--- src/rtl/cam_pattern_gen.sv ---
// OV7670-style sensor emulator: drives pclk/vsync/href/data with RGB555 test-pattern frames.
// All bus outputs change on the clk edge where pclk falls and hold through the next pclk rise.
module cam_pattern_gen #(
  parameter int unsigned H_ACTIVE = 640,
  parameter int unsigned H_TOTAL  = 784,
  parameter int unsigned V_SYNC   = 3,
  parameter int unsigned V_BACK   = 17,
  parameter int unsigned V_ACTIVE = 480,
  parameter int unsigned V_TOTAL  = 510,
  parameter int unsigned BAR_W    = 80
) (
  input  logic       clk,
  input  logic       rstn,
  input  logic       en,
  input  logic [1:0] pattern,
  output logic       pclk,
  output logic       vsync,
  output logic       href,
  output logic [7:0] data,
  output logic [7:0] frame_cnt
);

  localparam int unsigned HW = $clog2(2 * H_TOTAL + 1);
  localparam int unsigned VW = $clog2(V_TOTAL + 1);
  localparam int unsigned BW = $clog2(BAR_W + 1);

  localparam logic [HW-1:0] H_LAST     = HW'(2 * H_TOTAL - 1);
  localparam logic [HW-1:0] H_ACT_B    = HW'(2 * H_ACTIVE);
  localparam logic [VW-1:0] V_LAST     = VW'(V_TOTAL - 1);
  localparam logic [VW-1:0] V_SYNC_END = VW'(V_SYNC);
  localparam logic [VW-1:0] V_ACT_LO   = VW'(V_SYNC + V_BACK);
  localparam logic [VW-1:0] V_ACT_HI   = VW'(V_SYNC + V_BACK + V_ACTIVE);
  localparam logic [BW-1:0] BAR_LAST   = BW'(BAR_W - 1);

  typedef enum logic {IDLE, FRAME} state_t;

  state_t        state, state_d;
  logic [HW-1:0] hcnt, hcnt_d;
  logic [VW-1:0] vcnt, vcnt_d;
  logic [1:0]    pat, pat_d;
  logic [7:0]    frame_cnt_d;
  logic [BW-1:0] bar_px, bar_px_d;
  logic [2:0]    bar_idx, bar_idx_d;
  logic          vsync_d, href_d;
  logic [7:0]    data_d;

  // State register; everything except pclk advances only on the pclk fall tick.
  always_ff @(posedge clk or negedge rstn) begin
    if (!rstn) begin
      pclk      <= 1'b0;
      state     <= IDLE;
      hcnt      <= '0;
      vcnt      <= '0;
      pat       <= '0;
      bar_px    <= '0;
      bar_idx   <= '0;
      frame_cnt <= '0;
      vsync     <= 1'b0;
      href      <= 1'b0;
      data      <= 8'h00;
    end else begin
      pclk <= ~pclk;
      if (pclk) begin
        state     <= state_d;
        hcnt      <= hcnt_d;
        vcnt      <= vcnt_d;
        pat       <= pat_d;
        bar_px    <= bar_px_d;
        bar_idx   <= bar_idx_d;
        frame_cnt <= frame_cnt_d;
        vsync     <= vsync_d;
        href      <= href_d;
        data      <= data_d;
      end
    end
  end

  // Next raster position, evaluated as if this clk were a fall tick.
  always_comb begin
    logic start;
    state_d     = state;
    hcnt_d      = hcnt;
    vcnt_d      = vcnt;
    pat_d       = pat;
    frame_cnt_d = frame_cnt;
    bar_px_d    = bar_px;
    bar_idx_d   = bar_idx;
    start       = 1'b0;

    case (state)
      IDLE: start = en;
      FRAME: begin
        if (hcnt == H_LAST) begin
          hcnt_d = '0;
          if (vcnt == V_LAST) begin
            vcnt_d = '0;
            if (en) start = 1'b1;
            else state_d = IDLE;
          end else begin
            vcnt_d = vcnt + VW'(1);
          end
        end else begin
          hcnt_d = hcnt + HW'(1);
        end
      end
      default: state_d = IDLE;
    endcase

    if (start) begin
      state_d     = FRAME;
      hcnt_d      = '0;
      vcnt_d      = '0;
      pat_d       = pattern;
      frame_cnt_d = frame_cnt + 8'd1;
    end

    // Bar index tracks col/BAR_W with a pixel counter, saturating at the last bar.
    if (hcnt_d == '0) begin
      bar_px_d  = '0;
      bar_idx_d = '0;
    end else if (!hcnt_d[0]) begin
      if (bar_px == BAR_LAST) begin
        bar_px_d = '0;
        if (bar_idx != 3'd7) bar_idx_d = bar_idx + 3'd1;
      end else begin
        bar_px_d = bar_px + BW'(1);
      end
    end
  end

  // Bus values for the next raster position.
  always_comb begin
    logic [15:0] col, row;
    logic [2:0]  c;
    logic [4:0]  r, g, b;
    logic        active, chk;
    col     = 16'(hcnt_d) >> 1;
    row     = 16'(vcnt_d) - 16'(V_SYNC + V_BACK);
    c       = 3'd7 - bar_idx_d;
    chk     = 1'(col >> 5) ^ 1'(row >> 5);
    active  = (vcnt_d >= V_ACT_LO) && (vcnt_d < V_ACT_HI);
    vsync_d = (state_d == FRAME) && (vcnt_d < V_SYNC_END);
    href_d  = (state_d == FRAME) && active && (hcnt_d < H_ACT_B);

    case (pat_d)
      2'd0: begin
        r = {5{c[2]}};
        g = {5{c[1]}};
        b = {5{c[0]}};
      end
      2'd1: begin
        r = {5{chk}};
        g = {5{chk}};
        b = {5{chk}};
      end
      2'd2: begin
        r = 5'(col >> 5);
        g = 5'(row >> 4);
        b = 5'(frame_cnt_d);
      end
      default: begin
        r = 5'd31;
        g = 5'd0;
        b = 5'd0;
      end
    endcase

    data_d = 8'h00;
    if (href_d) data_d = hcnt_d[0] ? {g[2:0], b} : {1'b0, r, g[4:3]};
  end

endmodule

--- config.mk ---
export PLATFORM = sky130hd
export DESIGN_NAME = cam_pattern_gen
export DESIGN_NICKNAME = d
export VERILOG_FILES = /design/src/rtl/cam_pattern_gen.sv
export SDC_FILE = /design/constraint.sdc
export NUM_CORES = 1
export LEC_CHECK = 0
export CORE_MARGIN = 2
export CORE_UTILIZATION = 35
export CTS_CLUSTER_DIAMETER = 150
export DETAILED_ROUTE_END_ITERATION = 8
export GPL_ROUTABILITY_DRIVEN = 0
export HOLD_SLACK_MARGIN = 0.06
export RECOVER_POWER = 50
export SETUP_SLACK_MARGIN = 0.1
export SLEW_MARGIN = 10
export SYNTH_ARGS = -nofsm -noshare
export SYNTH_HDL_FRONTEND = slang
export SYNTH_SLANG_ARGS = --single-unit
--- constraint.sdc ---
create_clock -name clk -period 4.36 [get_ports clk]
set_input_delay 0.872 -clock clk [delete_from_list [all_inputs] [get_ports clk]]
set_output_delay 0.872 -clock clk [all_outputs]
set_load 0.03 [all_outputs]
[Word-level counts from Yosys, hierarchy flattened]
Cells that the tools add are included.
Storage, ports and cells
  flip-flop bits (word level): 52
  bits of input ports: 5
  output and inout bits: 19
  word-level logic and storage cells: 70
Operators by class
  $add $sub $neg: 7
  order comparisons: 4
  eq/ne operators: 7
  muxes and demuxes: 29
  bitwise operators: 3
  reductions and logical operators: 8
Operators with widths (count)
  $pmux 5 s3: 3
  $mux 9: 4
  $mux 11: 3
  $mux 7: 3
  $mux 8: 2
  $mux 3: 4
  $add 11x1->11 const B: 1
  $eq 11x11->1 const B: 1
  $logic_not 11->1: 1
  $lt 11x11->1 const B: 1
  $add 9x1->9 const B: 1
  $eq 9x9->1 const B: 1
  $ge 9x5->1 const B: 1
  $lt 9x2->1 const B: 1
  $lt 9x9->1 const B: 1
  $sub 9x5->9 const B: 1
  $add 8x1->8 const B: 1
  $add 7x1->7 const B: 1
  $eq 7x7->1 const B: 1
  $mux 1: 7
  $mux 5: 1
  $logic_and 1x1->1: 4
  $reduce_and 2->1: 2
  $add 3x1->3 const B: 1
  other kinds (10): 11

[Logic depth before layout (Yosys ltp)]
Gate-level depths: netlist of run 1.
  depth after elaboration: 11
  depth in mapped cells: 13
  mapped depth without buffers: 11

[Worst setup path before layout of run 1]
No wires, ideal clock.
  path kind: reg2reg
  start point: reg hcnt[0]
  end point: reg data[5]
  library setup time: 0.122 ns
  data arrival time: 3.088 ns
  required time: 4.238 ns
  slack: 1.150 ns
  cell stages (with the launch flop): 12
  buffers on the path: 1
  period minus slack after synthesis: 3.210 ns
  cell sequence: dfrtp_1 > ha_1 > nand2_1 > or4_4 > buf_6 > nor4_4 > o21ai_2 > xnor2_2 > o21ai_1 > nand3_1 > or3_1 > a32o_1
On the way
  cells in the longest elaborated chain, start to end: 10
  elaborated cells on any way between the ends: 33
  classes of those cells: add/sub (3); order compare (3); eq/ne (3); mux (18); bitwise (1); reduce/logical (5)
RTL lines
  start, declared: line 38  | logic [HW-1:0] hcnt, hcnt_d;
  start signal, assigned: line 65  | hcnt <= hcnt_d;
  $add 11x1->11 / $eq 11x11->1 (equally long branches): line 103, 93
  $mux 11 / $mux 1 (equally long branches): line 93  | if (hcnt == H_LAST) begin
  $mux 11 / $pmux 1 s2 (equally long branches): line 90  | case (state)
  $mux 11: line 109  | if (start) begin
  $logic_not 11->1 / $mux 3 (equally long branches): line 118, 121
  $mux 3: line 118  | if (hcnt_d == '0) begin
  $sub 3x3->3: line 139  | c = 3'd7 - bar_idx_d;
  $pmux 5 s3: line 145  | case (pat_d)
  $mux 8: line 169  | if (href_d) data_d = hcnt_d[0] ? {g[2:0], b} : {1'b0, r, g[4:3]};
  $mux 8 *: line 169
  end signal, assigned: line 73  | data <= data_d;
  end, declared: line 19  | output logic [7:0] data,
Every way passes the cells marked *; elsewhere a longest branch is shown, timed or not.
A chain may end at the register's enable or synchronous reset.

[Final worst setup path of run 1]
Ends and elaborated chain as after synthesis.

==> summary.txt, run 1 <==
Clock tree
  • TritonCTS clock tree: built
  • Worst-case clock buffer depth: 2
  • CTS H-tree lvls: 2
  • Cts repair resizes: 0
  • Root buf cell: clkbuf_8
  • Clock Pin Slew Worst Setup and Hold Paths: 100 ps
  • Clk sinks: 52
  • Clk_lat worst skew: 320 ps
  • Post-CTS Setup Bufs: 0
  • CTS Buf Count: 5
  • CTS Hold Bufs: 0

Floorplan
  • Die X: 104 µm
  • Boundary Pins: 24
  • Core Rows: 36
  • Height of the die: 104 µm
  • Initial Utilization: 36.0%
  • Core area: 9730 µm²
  • DIE AREA: 10800 µm²

Power
  • Power density over the cells: 212 nW/µm²
  • Worst VDD drop: 179 µV
  • Reported leakage power: 1.59 nW

Global routing
  • Congestion Overflow GR: 0
  • Vias in the first global route: 3013
  • Initial antenna violation count: 0
  • Largest net degree at the start of global routing: 34
  • First-pass GRT wire length: 14900 µm
  • GRT Overall Usage: 16.7%

Timing
  • Final setup viols: 0
  • Worst Hold Margin: 477 ps
  • Slew headroom: -28.4%
  • Post-layout min period: 3630 ps
  • Worst-margin pin slew: 1930 ps
  • Setup TNS: 0 ps
  • Tcrit/Tclk final: 83.3%
  • Fin. Hold Viols: 0
  • Slew Limit Fails: 34
  • Clock Skew: 11.0 ps
  • Max Fclk: 0.275 GHz
  • RSZ-0062 raised after global routing: false

Synth
  • Syn nets: 412
  • Synth warn: 0
  • Distinct cells, synth: 64
  • Synthesized area: 3510 µm²
  • Avg Cell Area, Syn: 8.74 µm²
  • Top-count cell post-synth: dfrtp_1
  • Commonest cells post-synth: dfrtp_1 (52), nand2_1 (46), o21ai_0 (32)
  • Top FF cell, synth: dfrtp_1
  • Dominant cell type by area after synthesis: dfrtp_1
  • Synth area leaders: dfrtp_1 (37%), nand2_1 (4.9%), o21ai_0 (4.6%)
  • Register bit total from synthesis: 52
  • Synth top area share: 37.1%
  • Mapped Cells: 401
  • Sequential area share after synthesis: 37.1%
  • Post-synth EDFFs: 0
  • Post-synth ARST share: 100%

Finish
  • Multi-input logic area: 2060 µm²
  • Finished Cell Area: 3960 µm²
  • Share of cells above drive strength 1: 9.79%
  • # nets final: 429
  • Seq. cell area: 1300 µm²
  • Area Overhead vs Synth: 13.1%
  • Ant diodes: 0
  • Final Instance Count excl. Fillers: 552
  • FILL cells: 1008

Worst hold path
  • Hold Crit Start: frame_cnt[7]
  • Hold Crit Class: flop to flop

Setup path
  • R2r startpoint: hcnt[0]
  • Required @ worst endpoint: 4570 ps
  • Critical Path End: data[5]
  • Crit-path max FO: 16
  • CP startpoint kind: flop
  • Reg2reg end: data[5]
  • Crit path from: hcnt[0]
  • Flop-to-flop setup slack: 730 ps
  • Worst EP arrival: 3840 ps
  • R2R cell count: 9
  • CP endpoint kind: flop
  • Setup CP Type: flop to flop

Routing
  • WL per Instance: 15.7 µm
  • Via count: 3124
  • DRT antenna net count: 0
  • Vias per std cell: 5.66
  • Drt pass-1 iters: 6
  • DRC: 0
  • Routed WL: 8670 µm
  • Initial detailed-routing violation count: 204

Placement
  • Inst Count DP: 544
  • Placed cell area: 3860 µm²
  • Post-DP HPWL: 6280 µm
  • I/O Buffers: 23

Outcome
  • Failing checks: max-capacitance violations, max-slew violations
  • Status: complete, but fails checks

Flow run
  • Total of max-cap violations: 1
## worst min path at each step
stage                     slack, ps           end  cells past startpoint
after floorplan                 480     bar_px[6]                      1
after global placement          470  frame_cnt[7]                      1
after CTS                       480  frame_cnt[7]                      1
after detailed placement        460  frame_cnt[7]                      1
after global routing            500          href                      1
final                           480  frame_cnt[7]                      1
## state kept, by name, summed over array words and instances, names as in the netlist
signal,flops
data,8
frame_cnt,8
pclk,1
state,1
bar_px,7
href,1
pat,2
bar_idx,3
vsync,1
vcnt,9
hcnt,11
## cell families (layout without fill, tap and decap cells)
group | count (synthesis) | after routing | share of synthesized area (%)
xor gates and xnor gates | 17 | 17 | 4.46
adders and majority gates | 6 | 6 | 2.14
AOI/OAI and AO/OA | 115 | 115 | 22.4
buffers and inverters | 34 | 52 | 4.03
DFF | 52 | 52 | 37.1
muxes | 14 | 14 | 4.35
and+or+nand+nor | 163 | 163 | 25.5
## per-stage QoR
step	power (W)	utilization [%]	worst slack [ps]
after floorplan	0.000492	-	1150
after global placement	0.000508	39.7	753
after detailed placement	0.000508	39.7	747
after CTS	0.000854	40.8	722
after global routing	0.000877	40.7	428
final	0.000840	40.7	728
## routing by layer
metal / wire (µm) / vias up / global-route usage (%) / share of wire [%]
met2: 3950 / 93 / 26.0 / 46
met1: 4150 / 1512 / 23.6 / 48
met5: 0 / - / 0 / 0
met3: 437 / 11 / 2.94 / 5.0
li1: - / 1508 / - / -
met4: 130 / 0 / 4.92 / 1.5
## worst max-delay path, cell delays in order, from the launching register on
cell and delay (ps):
dfrtp_1 470, ha_1 330, nand2_1 220, nor4_4 540
a31o_1 670, o31ai_1 250, o21ai_0 160, nand3_1 210
or3_1 400, a32o_1 260
## report_power, final
group	switching, W	internal (W)
Clock	0.000170	0.000174
Sequential	0	0.000482
Combinational	0.0000116	0.00000320
Total	0.000181	0.000659
## final cells by class
class | count | share of cell area [%]
Clock buffer | 6 | 1.83
Sequential cell | 52 | 32.8
Clock inverter | 2 | 0.979
Timing Repair Buffer | 30 | 6.79
Inverter | 14 | 1.33
Multi-Input combinational cell | 315 | 52.1
Tap cell | 133 | 4.20
## cells in the final DEF, fill, tap and decap left out, types with 4 or more instances in the layout
cell type and count:
or3_1 6, buf_4 5, nand2_1 46, nor2_1 24, ha_1 6, o31ai_1 6, dfrtp_1 52, mux2_2 10
o211ai_1 4, clkbuf_8 5, nand3_1 18, nor2b_1 8, xnor2_1 12, o21a_1 5, o32ai_1 6, clkdlybuf4s50_1 15
mux2i_1 4, xor2_1 4, nor4_1 7, dlygate4sd3_1 7, inv_1 14, nand4_1 5, clkbuf_1 4, a31oi_1 5
nand2b_1 7, nor3_1 16, and3_1 7, a21oi_1 21, a21o_1 4, o21ai_0 32
Note: power is estimated with default switching activity, not from simulation.
==> inputs of run 2 (changes only) <==
==> constraint.sdc (replaced) <==
create_clock -name clk -period 3.5 [get_ports clk]
set_input_delay 0.7 -clock clk [delete_from_list [all_inputs] [get_ports clk]]
set_output_delay 0.7 -clock clk [all_outputs]
set_load 0.03 [all_outputs]
==> run 2 against run 1 <==
  * The flow still finishes with violations (max-capacitance violations, max-slew violations)
  * Global-route usage rose by 0.59 points
  * Die area did not move
  * Critical path depth did not move
  * Maximum frequency rose by 8.6%
  * Clock power barely moved
  * Routed wire length rose by 5.2%
  * Cell area rose by 7.2%
  * Sequential power rose by 24%
  * Combinational power rose by 32%
  * Largest power group unchanged
==> summary.txt, run 2 (same netlist as run 1, synthesis figures left out) <==
Outcome
  • Status: complete, but fails checks
  • Failing checks: max-capacitance violations, max-slew violations

Placement
  • Post-DP HPWL: 6620 µm
  • I/O Buffers: 23

Routing
  • Via count: 3205
  • DRT antenna net count: 0
  • Drt pass-1 iters: 4
  • Initial detailed-routing violation count: 205
  • Routed WL: 9120 µm
  • DRC: 0
  • WL per Instance: 15.7 µm
  • Vias per std cell: 5.53

Global routing
  • Congestion Overflow GR: 0
  • GRT Overall Usage: 17.2%
  • First-pass GRT wire length: 15600 µm
  • Largest net degree at the start of global routing: 33
  • Initial antenna violation count: 0
  • Vias in the first global route: 3150

Timing
  • RSZ-0062 raised after global routing: false
  • Fin. Hold Viols: 0
  • Max Fclk: 0.299 GHz
  • Clock Skew: 12.3 ps
  • Slew headroom: -20.6%
  • Worst-margin pin slew: 1810 ps
  • Final setup viols: 0
  • Setup TNS: 0 ps
  • Post-layout min period: 3340 ps
  • Slew Limit Fails: 33
  • Tcrit/Tclk final: 95.5%

Clock tree
  • Clk_lat worst skew: 310 ps
  • CTS Hold Bufs: 0
  • CTS Buf Count: 5
  • Clk sinks: 52
  • Worst-case clock buffer depth: 2
  • Clock Pin Slew Worst Setup and Hold Paths: 100 ps
  • CTS H-tree lvls: 2
  • Root buf cell: clkbuf_8
  • TritonCTS clock tree: built

Finish
  • # nets final: 457
  • Commonest non-fill, non-tap cells in the layout: dfrtp_1 (49), nand2_1 (46), o21ai_0 (31), buf_4 (30), nor2_1 (23)
  • Ant diodes: 0
  • Top reg by flops: hcnt
  • Most common cell after layout, fill and taps aside: dfrtp_1
  • Area Overhead vs Synth: 21.2%
  • Share of cells above drive strength 1: 18.6%
  • Largest registers: hcnt: 11 flops, vcnt: 9 flops
  • Final core occ: 43.7%
  • Max reg flops: 11

Floorplan
  • Boundary Pins: 24
  • Height of the die: 104 µm
  • DIE AREA: 10800 µm²
  • Initial Utilization: 36.0%
  • Die X: 104 µm
  • Core Rows: 36
  • Core area: 9730 µm²

Setup path
  • R2R cell count: 9
  • Critical Path, Cell by Cell: or3_4 -> or4_4 -> nor4_4 -> o21ai_4 -> xnor2_2 -> or4b_4 -> nand3_2 -> o21ba_1 -> o32ai_1
  • Required @ worst endpoint: 3700 ps
  • Reg2reg end: data[2]
  • Worst EP arrival: 3550 ps
  • Crit-path max FO: 5
  • CP startpoint kind: flop
  • Setup CP Type: flop to flop
  • Flop-to-flop setup slack: 160 ps
  • Critical path's slowest cell: or4b_4
  • CP endpoint kind: flop
  • CP max stage delay: 580 ps
  • R2r startpoint: hcnt[6]

Power
  • Worst VDD drop: 122 µV
  • Power density over the cells: 227 nW/µm²
  • Reported leakage power: 1.72 nW

Flow run
  • Total of max-cap violations: 1

Worst hold path
  • Hold Crit Start: frame_cnt[7]
  • Hold Crit Class: flop to flop
  • Hold EP: frame_cnt[7]
  • Hold Crit Depth: 1
[run 2: cell types whose count changed in the layout (fill, tap and decap cells not counted), sizes merged]
cell,previous run,this run
buf,5,31
or4,1,2
clkbuf,9,10
clkinvlp,0,1
inv,15,14
bufinv,1,0
clkinv,0,1
[run 2: power by group]
group / internal (W) / total, W / switching, W
combinational: 0.00000468 / 0.0000196 / 0.0000149
clock: 0.000143 / 0.000344 / 0.000202
sequential: 0.000600 / 0.000600 / 0
total: 0.000748 / 0.000964 / 0.000217
[run 2: worst max-delay path: cells and delay by family, from the launching register on]
kind                      cells  cell delay, ps
DFF                           1             400
and+or+nand+nor               5            2090
AOI/OAI and AO/OA             3             550
xor gates and xnor gates      1             200
[run 2: cell type report]
cell class	count	area [µm²]
fill	987	5480
multi-input combinational	316	2160
sequential	52	1310
timing repair buffer	57	472
tap	133	166
clock buffer	6	72.6
inverter	14	52.6
clock inverter	2	16.3
[run 2: repair_timing]
item                                    in CTS  in global routing
resized for setup                            1                 21
cloned                                       0                  1
buffers inserted                             0                  6
endpoints found under the setup margin       1                  8
pin swaps                                    0                 10
[run 2: per-layer routing]
layer | up-vias | track usage (%) | wire length (µm)
met5 | - | 0 | 0
met4 | 0 | 4.34 | 129
met3 | 10 | 2.44 | 306
li1 | 1569 | - | -
met2 | 56 | 28.8 | 4390
met1 | 1570 | 23.5 | 4290
[run 2: how the worst max path moves through the flow]
stage / start / to / slack (ps) / cells after the start
floorplan: hcnt[0] / data[5] / 290 / 11
global placement: hcnt[5] / data[2] / 190 / 9
finish: hcnt[6] / data[2] / 160 / 9
CTS: hcnt[5] / data[0] / 120 / 10
global route: pclk / bar_px[3] / 60 / 7
detailed placement: hcnt[5] / data[2] / 100 / 9
[run 2: through the flow]
step	std cells	power [W]	setup WS (ps)	hold slack [ps]	cell area (µm²)
after floorplan	401	0.000613	290	404	3510
after global placement	565	0.000633	186	462	4020
after detailed placement	565	0.000634	103	468	4020
after CTS	573	0.000985	116	486	4110
after global routing	580	0.00102	60.8	500	4250
final	580	0.000964	156	486	4250
==> inputs of run 3 (changes only) <==
--- a/config.mk
+++ b/config.mk
@@ -13,6 +13,7 @@
 export HOLD_SLACK_MARGIN = 0.06
 export RECOVER_POWER = 50
 export SETUP_SLACK_MARGIN = 0.1
+export SKIP_CTS_REPAIR_TIMING = 1
 export SLEW_MARGIN = 10
 export SYNTH_ARGS = -nofsm -noshare
 export SYNTH_HDL_FRONTEND = slang
==> results of run 3 <==
Same layout as run 2: the final DEF is identical, and so are final timing and power.
